## config.mk

```make
export PLATFORM = sky130hd
export DESIGN_NAME = rca_4bit
export DESIGN_NICKNAME = d
export VERILOG_FILES = /design/src/rtl/rca_4bit.sv
export SDC_FILE = /design/constraint.sdc
export NUM_CORES = 1
export LEC_CHECK = 0
export ABC_AREA = 1
export CORE_AREA = 2 2 39 41
export DETAILED_ROUTE_END_ITERATION = 10
export DIE_AREA = 0 0 41 43
export MAX_ROUTING_LAYER = met4
export PLACE_DENSITY = 0.66
export SLEW_MARGIN = 10
export SYNTH_ARGS = -nofsm -noshare
export SYNTH_HDL_FRONTEND = slang
export SYNTH_SLANG_ARGS = --single-unit
```

## constraint.sdc

```tcl
create_clock -name clk -period 0.85 [get_ports clk]
set_clock_uncertainty 0.1 [all_clocks]
set_input_delay 0.17 -clock clk [delete_from_list [all_inputs] [get_ports clk]]
set_output_delay 0.17 -clock clk [all_outputs]
set_load 0.01 [all_outputs]
```

## src/rtl/rca_4bit.sv

```systemverilog
// Registered 4-bit ripple-carry adder: one clock latency, one result per clock.
// No backpressure; outputs hold their last result whenever in_valid is low.
module rca_fa (
  input  logic a,
  input  logic b,
  input  logic ci,
  output logic s,
  output logic co
);
  assign s  = a ^ b ^ ci;
  assign co = (a & b) | (a & ci) | (b & ci);
endmodule

module rca_4bit (
  input  logic       clk,
  input  logic       rst_n,
  input  logic       in_valid,
  input  logic [3:0] a,
  input  logic [3:0] b,
  input  logic       cin,
  output logic [3:0] sum,
  output logic       cout,
  output logic       ovf,
  output logic       out_valid
);
  logic [4:0] c;
  logic [3:0] s;
  logic       ovf_comb;

  assign c[0] = cin;

  // Explicit cell chain keeps the carry path at four deterministic stages.
  for (genvar i = 0; i < 4; i++) begin : g_fa
    rca_fa u_fa (
      .a  (a[i]),
      .b  (b[i]),
      .ci (c[i]),
      .s  (s[i]),
      .co (c[i+1])
    );
  end

  assign ovf_comb = c[3] ^ c[4];

  // Data registers load only on valid, so X on idle inputs never reaches them.
  always_ff @(posedge clk or negedge rst_n) begin
    if (!rst_n) begin
      sum       <= 4'd0;
      cout      <= 1'b0;
      ovf       <= 1'b0;
      out_valid <= 1'b0;
    end else begin
      out_valid <= in_valid;
      if (in_valid) begin
        sum  <= s;
        cout <= c[4];
        ovf  <= ovf_comb;
      end
    end
  end
endmodule

```

==> results.md <==
Timing:
- The sum of negative setup slack is -4726 ps.
- The worst pin sits at a relative slew slack of 79.27%.
- The number of hold violations in the final report came to 0.
- Setup repair after global routing could not meet its margin everywhere.
- The time the worst path needs with I/O delays and setup is 1787 ps.
- Setup slack on the critical path of the routed design comes to -936.9 ps.
- At the pin with the least slew margin, the transition time is 310.0 ps.
- The worst path uses 210.2% of the clock period.
- The count of final max-slew check failures was 0.
- Timing would allow up to 559.6 MHz.
- The final setup violation count is 12.

Clocking:
- After clock tree synthesis, the clock-pin slew on the worst setup and hold paths is 50 ps.
- TritonCTS created 3 clock buffers.
- The clock network latency to the later pin of the worst-skew pair is 250 ps.
- The maximum clock path buffer count is 2.
- TritonCTS built the clock tree.
- In this run the number of H-tree levels came out at 1.
- The clock tree root buffer cell is sky130_fd_sc_hd__clkbuf_4.
- For this design, the sink count on the clock tree is 7.

Route:
- The aggregate routed wire length is 732 µm.
- The per-cell via count in the routed design is 4.190.
- The iteration count of the initial detailed-routing pass is 4.
- After detailed routing, the number of remaining DRC violations is 0.
- The number of nets with antenna violations after detailed routing is 0.
- The violation count after the first detailed-route iteration is 9.
- The routed wirelength normalized by instance count is 8.714 µm.
- The via count of the routed design is 352.

Power:
- The peak ir drop on the vdd network is 0.6252 mV.
- The clock network accounts for 28.4% of the total power.
- Overall power consumption after layout is estimated at 1.064 mW.
- Power spread over the standard cell area amounts to 1601 nW/µm².
- The internal power of the cells totals 0.7687 mW.
- The share of total power dissipated in combinational logic is 33.6%.
- The net switching component of the power is 0.2952 mW.
- Net switching is 27.75% of the power.
- The leakage power of the design is 0.3435 nW.
- Per report_power, the sequential group accounts for 38.0% of the total.

GRT:
- In the global route stage, overall resource usage came out at 10.96%.
- Global routing finished with a remaining overflow of 0.
- The first global-routing pass estimated 1138 µm of wire.
- The number of antenna violations at the first check in global routing is 0.
- The via count of the first global-routing pass is 297.
- Entering global routing, the biggest net connects 10 pins.

Synth:
- Counting flops and latches in the post-synthesis netlist gives 7.
- The mean instance size in the synthesized netlist is 9.773 µm².
- The share of synthesized area in the top cell type comes to 48.44%.
- For this run, the register share of the synthesized area comes to 48.44%.
- The number of nets handed over by synthesis was 53.
- The leading area contributor after synthesis is sky130_fd_sc_hd__dfrtp_1.
- For this run, the number of Yosys warnings is 0.
- The unique cell type count in the Yosys netlist is 8.
- Yosys attributes the largest share of cell area to sky130_fd_sc_hd__dfrtp_1 48%, sky130_fd_sc_hd__fa_1 22%, sky130_fd_sc_hd__nand2_1 13%, sky130_fd_sc_hd__inv_1 8.3%, sky130_fd_sc_hd__o21ai_1 2.8%.
- After synthesis the cells add up to 361.6 µm².
- After technology mapping, the gate count stands at 37.

Setup path:
- At the worst endpoint, the required time is 930 ps.
- The critical path class is input pin to register.
- STA classifies the critical path startpoint as an input pin.
- The critical path data arrival time is 1860 ps.
- In this run the worst setup path terminates at sum[3].
- The startpoint of the most critical register-to-register path is cout.
- The endpoint identified for the worst register-to-register timing path is cout.
- The maximum fanout count along the critical path is 2.
- The critical path starts at b[0].
- The depth of the worst register-to-register path is 4.
- The worst register-to-register path has a setup slack of -90 ps.
- The nature of the critical path endpoint is a register.

Placement:
- The worst-case setup slack after placement is -1650 ps.
- The cell area after placement is 619.3 µm².
- The post-DP HPWL is 587.8 µm.
- The count of input and output buffers is 18.
- The congestion estimate from routability-driven global placement came to 0.7208.

Final layout:
- The number of nets in the final layout is 85.
- Leaving out fill and tap cells, the most frequent cells in the layout are 11 x sky130_fd_sc_hd__nand2_1, 8 x sky130_fd_sc_hd__buf_4, 7 x sky130_fd_sc_hd__dfrtp_1.
- Cells with a size suffix above 1 make up 54.41% of the layout.
- The antenna cell count is 0.
- The most common cell after layout, fill and taps aside is sky130_fd_sc_hd__nand2_1.
- The final instance area is 664.4 µm².
- The final core utilization is 48.01%.
- The area growth from synthesis to layout is 83.74%.

Flow run:
- The count of maximum capacitance violations is 0.

Floorplanning:
- The core region is 1384 µm².
- The top-level I/O count is 19.
- The effective utilization at floorplan is 26.13%.
- The die extent in y is 43 µm.
- After floorplanning, the core was divided into 14 placement rows.
- The area of the die is 1763 µm².
- The overall die width is 41 µm.

Outcome:
- The run finished, with violations left.
- The final reports fail on setup timing.

Hold path:
- The path class of the lowest-slack min-delay path is input pin to async pin.
[power groups by stage]
stage / Sequential, mW / Clock (mW) / Combinational, mW
6_report: 0.404 / 0.302 / 0.357
5_1_grt: 0.408 / 0.340 / 0.396
4_1_cts: 0.403 / 0.312 / 0.335
3_5_place_dp: 0.411 / 0 / 0.354
3_3_place_gp: 0.411 / 0 / 0.342
2_1_floorplan: 0.434 / 0 / 0.102
[state kept, by name, indices dropped and copies added, names as in the netlist]
signal	flops
sum	4
cout	1
out_valid	1
ovf	1
[final cells by class]
class	instances	area, µm²
Clock buffer	4	26.28
Fill cell	144	719.4
Inverter	9	43.79
Multi-Input combinational cell	21	172.7
Sequential cell	7	175.2
Tap cell	16	20.02
Timing Repair Buffer	27	226.5
[worst min path at each step]
stage,startpoint,to,slack [ps],cells after the start
final,rst_n,sum[1],70,1
after detailed placement,rst_n,ovf,360,1
after global routing,rst_n,sum[1],100,1
after global placement,rst_n,ovf,350,1
after floorplan,rst_n,cout,-230,0
after CTS,rst_n,sum[0],90,1
[logic make-up after synthesis]
family          after synthesis  synth area share, %
simple gates                 14                14.88
buf+inv                       9                9.342
flops                         7                48.44
fa+ha+maj                     4                22.15
compound gates                3                5.191
[cells in the mapped netlist]
cell type                  n
sky130_fd_sc_hd__dfrtp_1   7
sky130_fd_sc_hd__o21ai_1   2
sky130_fd_sc_hd__nand3_1   1
sky130_fd_sc_hd__inv_1     8
sky130_fd_sc_hd__fa_1      4
sky130_fd_sc_hd__inv_2     1
sky130_fd_sc_hd__nand2_1  13
sky130_fd_sc_hd__o21ai_2   1
[metrics by stage]
stage               hold WS [ps]  instances
floorplan                 -225.6         37
global placement           345.4         76
detailed placement         355.2         76
CTS                        85.47         82
global route               99.06         84
finish                     72.08         84
[timing repair]
action | in CTS | in global routing
buffers inserted | 2 | 2
hold buffers | 0 | 0
setup endpoints to repair | 13 | 12
endpoints found under the hold margin | 0 | 0
resized for setup | 49 | 4
pin swaps | 7 | 7
[critical path, cell delays in order]
cell	delay, ps
sky130_fd_sc_hd__buf_6	90
sky130_fd_sc_hd__inv_4	40
sky130_fd_sc_hd__fa_2	190
sky130_fd_sc_hd__inv_2	40
sky130_fd_sc_hd__fa_2	330
sky130_fd_sc_hd__fa_2	370
sky130_fd_sc_hd__inv_2	70
sky130_fd_sc_hd__fa_2	420
sky130_fd_sc_hd__o21ai_1	130
[per-layer routing]
layer  part of all wire, %  track usage, %  vias up
met4                   6.4           16.00        0
met5                     0               -        -
met1                    36           11.78      161
met2                    50           13.44       19
met3                   7.8           1.571        4
li1                      -               -      168
Note: power is estimated with default switching activity, not from simulation.
